File: src/rtl/mem_arb_if.sv
// Cache-side and memory-side signal bundle for mem_arb.
// slave = arbiter view, master = requester/memory model view.
interface mem_arb_if #(
    parameter int PA_WIDTH   = 8,
    parameter int LINE_WIDTH = 16,
    parameter int ID_WIDTH   = 3
);
    logic                  i_instr_enable;
    logic [PA_WIDTH-1:0]   i_instr_addr;
    logic                  i_data_enable;
    logic [PA_WIDTH-1:0]   i_data_addr;
    logic [LINE_WIDTH-1:0] i_data;
    logic                  i_data_write;
    logic                  i_ack;
    logic                  o_enable;
    logic [ID_WIDTH-1:0]   o_id_request;
    logic [ID_WIDTH-1:0]   o_id_response;
    logic [LINE_WIDTH-1:0] o_data;
    logic                  o_stall;
    logic                  i_mem_enable;
    logic [ID_WIDTH-1:0]   i_mem_id;
    logic [LINE_WIDTH-1:0] i_mem_data;
    logic                  i_mem_ack;
    logic                  o_mem_ack;
    logic [PA_WIDTH-1:0]   o_mem_addr;
    logic [LINE_WIDTH-1:0] o_mem_data;
    logic                  o_mem_enable;
    logic                  o_mem_write;
    logic [ID_WIDTH-1:0]   o_mem_id;

    modport slave (
        input  i_instr_enable, i_instr_addr, i_data_enable, i_data_addr, i_data,
               i_data_write, i_ack, i_mem_enable, i_mem_id, i_mem_data, i_mem_ack,
        output o_enable, o_id_request, o_id_response, o_data, o_stall, o_mem_ack,
               o_mem_addr, o_mem_data, o_mem_enable, o_mem_write, o_mem_id
    );

    modport master (
        output i_instr_enable, i_instr_addr, i_data_enable, i_data_addr, i_data,
               i_data_write, i_ack, i_mem_enable, i_mem_id, i_mem_data, i_mem_ack,
        input  o_enable, o_id_request, o_id_response, o_data, o_stall, o_mem_ack,
               o_mem_addr, o_mem_data, o_mem_enable, o_mem_write, o_mem_id
    );
endinterface

File: src/rtl/mem_arb.sv
// I/D cache request arbiter with an in-order, ID-tagged request FIFO to memory.
// Optional macro MEM_ARB_RESP_REG_EN registers the response path (1-cycle latency).
module mem_arb #(
    parameter int PA_WIDTH   = 8,
    parameter int LINE_WIDTH = 16,
    parameter int ID_WIDTH   = 3,
    parameter int N_LINES    = 2
) (
    input  logic     clk,
    input  logic     rst,
    mem_arb_if.slave bus
);
    localparam int PTR_W = (N_LINES > 1) ? $clog2(N_LINES) : 1;
    localparam logic [PTR_W-1:0] LAST_LINE = PTR_W'(N_LINES - 1);

    logic [N_LINES-1:0]    valid;
    logic [N_LINES-1:0]    write;
    logic [ID_WIDTH-1:0]   line_id   [N_LINES];
    logic [PA_WIDTH-1:0]   line_addr [N_LINES];
    logic [LINE_WIDTH-1:0] line_data [N_LINES];
    logic [PTR_W-1:0]      oldest_line;
    logic [PTR_W-1:0]      newest_line;
    logic [ID_WIDTH-1:0]   id_counter;

    logic full;
    logic data_acc;
    logic instr_acc;
    logic enq;
    logic deq;

    function automatic logic [PTR_W-1:0] wrap_inc(input logic [PTR_W-1:0] p);
        return (p == LAST_LINE) ? '0 : p + 1'b1;
    endfunction

    // fullness is taken before any same-cycle dequeue, so a full buffer never enqueues
    always_comb begin
        full      = &valid;
        data_acc  = bus.i_data_enable && !full;
        instr_acc = bus.i_instr_enable && !bus.i_data_enable && !full;
        enq       = data_acc || instr_acc;
        deq       = bus.i_mem_ack && valid[oldest_line];
    end

    always_ff @(posedge clk or negedge rst) begin
        if (!rst) begin
            valid       <= '0;
            write       <= '0;
            oldest_line <= '0;
            newest_line <= '0;
            id_counter  <= '0;
            for (int i = 0; i < N_LINES; i++) begin
                line_id[i]   <= '0;
                line_addr[i] <= '0;
                line_data[i] <= '0;
            end
        end else begin
            if (deq) begin
                valid[oldest_line] <= 1'b0;
                oldest_line        <= wrap_inc(oldest_line);
            end
            if (enq) begin
                valid[newest_line]     <= 1'b1;
                write[newest_line]     <= data_acc && bus.i_data_write;
                line_id[newest_line]   <= id_counter;
                line_addr[newest_line] <= data_acc ? bus.i_data_addr : bus.i_instr_addr;
                line_data[newest_line] <= data_acc ? bus.i_data : '0;
                newest_line            <= wrap_inc(newest_line);
                id_counter             <= id_counter + 1'b1;
            end
        end
    end

    assign bus.o_id_request = id_counter;
    assign bus.o_stall      = (full && (bus.i_instr_enable || bus.i_data_enable)) ||
                              (bus.i_instr_enable && bus.i_data_enable && !full);
    assign bus.o_mem_enable = valid[oldest_line];
    assign bus.o_mem_write  = write[oldest_line];
    assign bus.o_mem_addr   = line_addr[oldest_line];
    assign bus.o_mem_data   = line_data[oldest_line];
    assign bus.o_mem_id     = line_id[oldest_line];

`ifdef MEM_ARB_RESP_REG_EN
    always_ff @(posedge clk or negedge rst) begin
        if (!rst) begin
            bus.o_enable      <= 1'b0;
            bus.o_id_response <= '0;
            bus.o_data        <= '0;
            bus.o_mem_ack     <= 1'b0;
        end else begin
            bus.o_enable      <= bus.i_mem_enable;
            bus.o_id_response <= bus.i_mem_id;
            bus.o_data        <= bus.i_mem_data;
            bus.o_mem_ack     <= bus.i_ack;
        end
    end
`else
    assign bus.o_enable      = bus.i_mem_enable;
    assign bus.o_id_response = bus.i_mem_id;
    assign bus.o_data        = bus.i_mem_data;
    assign bus.o_mem_ack     = bus.i_ack;
`endif
endmodule

File: src/flat_wrapper.sv
// flat-port wrapper written by rule: the top's interface ports become plain ports
module mem_arb_flat 
#(
    parameter int PA_WIDTH   = 8,
    parameter int LINE_WIDTH = 16,
    parameter int ID_WIDTH   = 3,
    parameter int N_LINES    = 2
)
  (clk, rst, bus_i_instr_enable, bus_i_instr_addr, bus_i_data_enable, bus_i_data_addr, bus_i_data, bus_i_data_write, bus_i_ack, bus_i_mem_enable, bus_i_mem_id, bus_i_mem_data, bus_i_mem_ack, bus_o_enable, bus_o_id_request, bus_o_id_response, bus_o_data, bus_o_stall, bus_o_mem_ack, bus_o_mem_addr, bus_o_mem_data, bus_o_mem_enable, bus_o_mem_write, bus_o_mem_id);
  mem_arb_if #(.PA_WIDTH(PA_WIDTH), .LINE_WIDTH(LINE_WIDTH), .ID_WIDTH(ID_WIDTH)) bus_i ();
  input  logic clk;
  input  logic rst;
  input wire logic [$bits(bus_i.i_instr_enable)-1:0] bus_i_instr_enable;
  input wire logic [$bits(bus_i.i_instr_addr)-1:0] bus_i_instr_addr;
  input wire logic [$bits(bus_i.i_data_enable)-1:0] bus_i_data_enable;
  input wire logic [$bits(bus_i.i_data_addr)-1:0] bus_i_data_addr;
  input wire logic [$bits(bus_i.i_data)-1:0] bus_i_data;
  input wire logic [$bits(bus_i.i_data_write)-1:0] bus_i_data_write;
  input wire logic [$bits(bus_i.i_ack)-1:0] bus_i_ack;
  input wire logic [$bits(bus_i.i_mem_enable)-1:0] bus_i_mem_enable;
  input wire logic [$bits(bus_i.i_mem_id)-1:0] bus_i_mem_id;
  input wire logic [$bits(bus_i.i_mem_data)-1:0] bus_i_mem_data;
  input wire logic [$bits(bus_i.i_mem_ack)-1:0] bus_i_mem_ack;
  output wire logic [$bits(bus_i.o_enable)-1:0] bus_o_enable;
  output wire logic [$bits(bus_i.o_id_request)-1:0] bus_o_id_request;
  output wire logic [$bits(bus_i.o_id_response)-1:0] bus_o_id_response;
  output wire logic [$bits(bus_i.o_data)-1:0] bus_o_data;
  output wire logic [$bits(bus_i.o_stall)-1:0] bus_o_stall;
  output wire logic [$bits(bus_i.o_mem_ack)-1:0] bus_o_mem_ack;
  output wire logic [$bits(bus_i.o_mem_addr)-1:0] bus_o_mem_addr;
  output wire logic [$bits(bus_i.o_mem_data)-1:0] bus_o_mem_data;
  output wire logic [$bits(bus_i.o_mem_enable)-1:0] bus_o_mem_enable;
  output wire logic [$bits(bus_i.o_mem_write)-1:0] bus_o_mem_write;
  output wire logic [$bits(bus_i.o_mem_id)-1:0] bus_o_mem_id;
  assign bus_i.i_instr_enable = bus_i_instr_enable;
  assign bus_i.i_instr_addr = bus_i_instr_addr;
  assign bus_i.i_data_enable = bus_i_data_enable;
  assign bus_i.i_data_addr = bus_i_data_addr;
  assign bus_i.i_data = bus_i_data;
  assign bus_i.i_data_write = bus_i_data_write;
  assign bus_i.i_ack = bus_i_ack;
  assign bus_i.i_mem_enable = bus_i_mem_enable;
  assign bus_i.i_mem_id = bus_i_mem_id;
  assign bus_i.i_mem_data = bus_i_mem_data;
  assign bus_i.i_mem_ack = bus_i_mem_ack;
  assign bus_o_enable = bus_i.o_enable;
  assign bus_o_id_request = bus_i.o_id_request;
  assign bus_o_id_response = bus_i.o_id_response;
  assign bus_o_data = bus_i.o_data;
  assign bus_o_stall = bus_i.o_stall;
  assign bus_o_mem_ack = bus_i.o_mem_ack;
  assign bus_o_mem_addr = bus_i.o_mem_addr;
  assign bus_o_mem_data = bus_i.o_mem_data;
  assign bus_o_mem_enable = bus_i.o_mem_enable;
  assign bus_o_mem_write = bus_i.o_mem_write;
  assign bus_o_mem_id = bus_i.o_mem_id;
  mem_arb #(.PA_WIDTH(PA_WIDTH), .LINE_WIDTH(LINE_WIDTH), .ID_WIDTH(ID_WIDTH), .N_LINES(N_LINES)) u_core (.clk(clk), .rst(rst), .bus(bus_i));
endmodule
File: config.mk
export PLATFORM = sky130hd
export DESIGN_NAME = mem_arb_flat
export DESIGN_NICKNAME = d
export VERILOG_FILES = /design/src/rtl/mem_arb_if.sv /design/src/rtl/mem_arb.sv /design/src/flat_wrapper.sv
export SDC_FILE = /design/constraint.sdc
export NUM_CORES = 1
export LEC_CHECK = 0
export BUFFER_PORTS_ARGS = -buffer_cell sky130_fd_sc_hd__buf_2
export CORE_AREA = 2 2 106 108
export DETAILED_ROUTE_END_ITERATION = 10
export DIE_AREA = 0 0 108 110
export GPL_TIMING_DRIVEN = 0
export PLACE_DENSITY = 0.57
export RECOVER_POWER = 50
export SKIP_LAST_GASP = 1
export SLEW_MARGIN = 5
export SYNTH_ARGS = -nofsm -noshare
export SYNTH_HDL_FRONTEND = slang
export SYNTH_SLANG_ARGS = --single-unit
File: constraint.sdc
create_clock -name clk -period 1.3 [get_ports clk]
set_input_delay 0.195 -clock clk [delete_from_list [all_inputs] [get_ports clk]]
set_output_delay 0.195 -clock clk [all_outputs]
set_load 0.02 [all_outputs]
; ---- Word-level counts from Yosys, hierarchy flattened
; Index checks and enable logic that the tools add are counted.
; Widths: inputs -> output; s select.
[word_totals]
word_cells = 76
ff_bits = 63
inputBits = 59
[op_classes]
order_cmp = 7
n_bitwise = 5
n_reduce_logical = 17
mux = 33
addsub = 3
[op_table]
columns = operator, n
row1 = $mux 16, 5
row2 = $mux 8, 5
row3 = $bwmux 32, 1
row4 = $bwmux 16, 1
row5 = $demux 16 s1, 1
row6 = $mux 3, 4
row7 = $logic_and 1x1->1, 11
row8 = $demux 8 s1, 1
row9 = $mux 1, 8
row10 = $bwmux 6, 1
row11 = $ge 2x2->1 const B, 2
row12 = $lt 1x2->1 const B, 2
row13 = $mux 2, 2
row14 = $not 1->2, 2
row15 = $add 3x1->3 const B, 1
row16 = $demux 3 s1, 1
row17 = $logic_or 1x1->1, 3
row18 = $add 1x1->1 const B, 2
row19 = $and 2x2->2, 1
row20 = $bwmux 2, 1
row21 = $demux 1 s1, 2
row22 = $ge 1x1->1 const B, 2
row23 = $logic_not 1->1, 2
row24 = $lt 2x1->1 const B, 1
row25 = 3 further kinds, 3

; ---- Logic depth before layout (Yosys ltp)
[depth]
depth_word = 9
ltp_mapped = 6
ltp_nobuf = 4

; ---- Worst setup path after synthesis
; OpenSTA, ideal clock, no wires.
[synth_path]
path_kind = flip-flop to output port
start = register u_core.oldest_line
end = output port bus_o_mem_data[10]
arrival_time_ns = 1.236
stages_incl_launch_ff = 4
setup_slack_ns = -0.131
path_buffers = 2
t_required_ns = 1.105
cell_sequence = dfrtp_1 > clkbuf_1 > clkbuf_1 > mux2_2
[synth_between]
elab_chain_cells = 4
[synth_lines]
columns = item, line_no
row1 = from (decl), mem_arb.sv:21  ; logic [PTR_W-1:0] oldest_line;
row2 = from (signal assigned), mem_arb.sv:59  ; oldest_line <= wrap_inc(oldest_line);
row3 = $not 1->2 (not written as such), mem_arb.sv:79  ; assign bus.o_mem_data = line_data[oldest_line];
row4 = $mux 16 (not written as such) (3 in a row), mem_arb.sv:79
row5 = to (decl), flat_wrapper.sv:31  ; output wire logic [$bits(bus_i.o_mem_data)-1:0] bus_o_mem_data;
; No other way between the ends. The select of a mux whose other input is x is not followed.

; ---- Final worst setup path
[layout_path]
start = register u_core.oldest_line
end = output port bus_o_mem_data[4]
; Same word-level chain as after synthesis.

==> run_results.csv <==
group,metric,value,unit
final_layout,layout-area-overhead-vs-synth,54.7,%
clock_tree,cts_tree,"done",
floorplanning,coreArea,10700,µm²
power_and_ir_drop,p_per_area,2760,nW/µm²
setup_path,count_of_cells_along_the_worst_register_to_register_path,6,
logic_synthesis,synth-warning-count,0,
power_and_ir_drop,internal_power_of_the_cells,7930,µW
route,routed_via_density,4.87,
logic_synthesis,synth_seq_area_share,49.7,%
final_layout,num_antenna_cells,0,
sta,fin_worst_skew,0.00889,ns
clock_tree,cts.reportedPaths.clkPinSlew,0.06,ns
route,drt-pass1-iter-count,4,
setup_path,worstPathCellList,"buf_8 > mux2_2 > buf_2",
sta,setup-violations-final,85,
global_routing,antenna_found_initial,0,
power_and_ir_drop,vdd_ir_drop_max,1250,µV
power_and_ir_drop,pwr-share-comb,60.9,%
setup_path,setup.worst_path.start_class,"register",
route,route.detailed.wl_per_inst,17.0,µm
route,detail_route.wirelength,9.47,mm
power_and_ir_drop,power.clock.fraction,13.0,%
placement,place.detailed.hpwl,6.01,mm
setup_path,cp.depth,3,
setup_path,critical-path-slowest-cell,"dfrtp_2",
final_layout,finalCoreUtilization,45.9,%
power_and_ir_drop,swShare,41.6,%
route,drc,0,
logic_synthesis,post_synth_num_cell_types,32,
setup_path,buf_inv_stages_crit_path,2,
logic_synthesis,synth-edff-count,0,
setup_path,timing.critical_path.fanout_max,10,
logic_synthesis,synth_cells,289,
placement,io_buffers,91,
route,route.vias.total,2710,
logic_synthesis,synth_top_cells_by_area,"dfrtp_1, mux2_2, o21ai_1",
sta,max_freq,602,MHz
global_routing,grt_first_pass_wirelength,14.1,mm
clock_tree,root_buffer,"clkbuf_8",
setup_path,worst_path_largest_cell_delay,0.42,ns
logic_synthesis,ys_top_cells_by_count,"dfrtp_1, o21ai_1, mux2_2",
route,drtAntennaViolNets,0,
global_routing,globalRoute.totalOverflow,0,
setup_path,critical-path-top-delay-family,"flip-flops",
global_routing,globalRouteTotalUtil,15.9,%
setup_path,critPathRequiredTime,1.11,ns
setup_path,worst-setup-path-type,"register to output port",
sta,grt_setup_unrepaired,"true",
placement,placedCellCount,520,
floorplanning,initial_core_util,29.7,%
min_path,min_delay_path_depth,2,
logic_synthesis,post_synth.cell_area_avg,11.0,µm²
floorplanning,ios,113,
logic_synthesis,synth_area,3170,µm²
final_layout,finalNetCount,471,
floorplanning,die_x,108,µm
route,initialDrtViolationCount,95,
status,failed_checks,"negative setup slack",
setup_path,worst-endpoint-arrival,1.47,ns
logic_synthesis,post-synth-top-area-cell,"dfrtp_1",
sta,post_route_fraction_of_the_period_consumed_by_the_critical_path,128,%
sta,slew_headroom,40.4,%
global_routing,vias_in_the_first_global_route,2659,
logic_synthesis,syn_nets,349,
logic_synthesis,synth.most_common_cell,"dfrtp_1",
min_path,worst_hold_startpoint,"bus_i_mem_ack",
sta,timing.final.crit_period,1.66,ns
floorplanning,placement_rows,38,
status,status,"complete, but fails checks",
clock_tree,numCtsBuffers,9,
power_and_ir_drop,seq_power_share,26.0,%
floorplanning,die_h,110,µm
sta,hold_viol_final,0,
floorplanning,design.die.area,11900,µm²
final_layout,stdcell_count,556,
run,timing.max_cap.violations,0,
logic_synthesis,postSynth.asyncResetShare,100,%
setup_path,crit_path_end_kind,"output port",
placement,routabilityCongestion,0.733,
min_path,hold_path_class,"input pin to register",
setup_path,critPathLaunch,"u_core.oldest_line$_DFFE_PN0N_",
clock_tree,insertion_delay_to_the_later_sink_of_the_worst_skew_pair,0.35,ns
logic_synthesis,synth-seq-cells,63,
clock_tree,cts_max_path_bufs,2,
placement,worst_case_setup_slack_after_placement,-0.422,ns
sta,layout_setup_ws,-0.361,ns
final_layout,drive_gt1_share,65.6,%
clock_tree,cts.htree.levels,3,
clock_tree,cts_sinks,63,
power_and_ir_drop,power_leakage,0.00224,µW
logic_synthesis,post-synth-top-area-fraction,49.7,%
sta,timing_max_transition_violations_final,0,
global_routing,grt_max_degree,64,
sta,worst-slew-pin-transition,0.894,ns
setup_path,critical_r2r_launch,"u_core.valid[0]$_DFF_PN0_",
power_and_ir_drop,power.net_switching,5650,µW
logic_synthesis,synth_top_flop_cell,"dfrtp_1",
-- layout make-up --
type,count,area (µm²)
fillers,989,5790
multi-input cells,178,1780
flip-flops and latches,63,1580
repair buffers,112,717
plain buffers,44,433
well taps,140,175
clock buffers,11,151
clock inverters,5,56.3
inverters,3,16.3
-- final timing paths --
| path | end | slack, ns |
|---|---|---|
| setup / recovery | bus_o_mem_data[4] | -0.36 |
| max in group asynchronous | u_core.oldest_line$_DFFE_PN0N_ | 0.15 |
| setup reg to reg | u_core.write[1]$_DFFE_PN0P_ | -0.16 |
| hold / removal | u_core.oldest_line$_DFFE_PN0N_ | 0.07 |
| min in group asynchronous | u_core.line_addr[11]$_DFFE_PN0P_ | 0.54 |
| hold reg to reg | u_core.line_data[16]$_DFFE_PN0P_ | 0.49 |
-- cell families after synthesis --
kind of cell | share of synthesized area [%]
mux | 12.8
fa+ha+maj | 0.394
flops | 49.7
simple gates | 7.53
xor+xnor | 0.552
compound gates | 20.0
buf+inv | 9.07
-- placed cells by master, fill, tap and decap left out, types with 3 or more instances in the layout --
cell type / netlist / final
buf_12: 0 / 5
buf_2: 13 / 61
buf_4: 24 / 31
buf_6: 0 / 22
buf_8: 0 / 9
clkbuf_1: 5 / 22
clkbuf_2: 1 / 3
clkbuf_8: 0 / 12
dfrtp_1: 63 / 62
mux2_2: 31 / 23
mux2_4: 0 / 13
nand2_1: 23 / 5
nand2_4: 0 / 17
nor2_4: 1 / 3
o21ai_1: 42 / 26
o21ai_2: 0 / 24
o221a_2: 16 / 14
o31ai_2: 0 / 12
o31ai_4: 0 / 4
or3_1: 16 / 14
-- stage by stage --
stage          hold WS, ns  TNS (ns)  power [µW]  cell area [µm²]
6_report            0.0693    -15.21       13600             4910
5_1_grt             0.0802    -19.15       14300             4910
4_1_cts             0.0597    -15.95       13000             4680
3_5_place_dp         0.339    -17.51        9420             3880
3_3_place_gp         0.433    -28.55        9290             3880
2_1_floorplan       -0.101    -0.893        7590             3250
-- power groups by stage --
stage               Clock, µW  Sequential, µW  Combinational (µW)
global placement            0            3410                5880
finish                   1770            3540                8270
CTS                      1810            3490                7720
detailed placement          0            3470                5950
global route             1890            3650                8790
floorplan                   0            3380                4210
-- registers in the layout (all words and copies together) (netlist names) --
name and cells:
u_core.bus.o_id_request 3, u_core.valid 2, u_core.newest_line 1, u_core.line_id 6
u_core.line_addr 16, u_core.oldest_line 1, u_core.write 2, u_core.line_data 32
-- layer usage --
metal	global-route usage (%)	part of all wire [%]	vias up
li1	-	-	1282
met1	21.0	44	1317
met2	26.1	49	97
met3	3.70	5.9	14
met4	4.76	1.6	0
met5	0	0	-
-- timing repair --
| action | in CTS | in global routing |
|---|---|---|
| setup endpoints to repair | 87 | 91 |
| hold buffers | 1 | 0 |
| resized for setup | 111 | 67 |
| endpoints found under the hold margin | 63 | 0 |
| setup buffers | 17 | 1 |
| cloned | 3 | 0 |
| pin swaps | 19 | 22 |
Power figures use the tool's default switching activity.
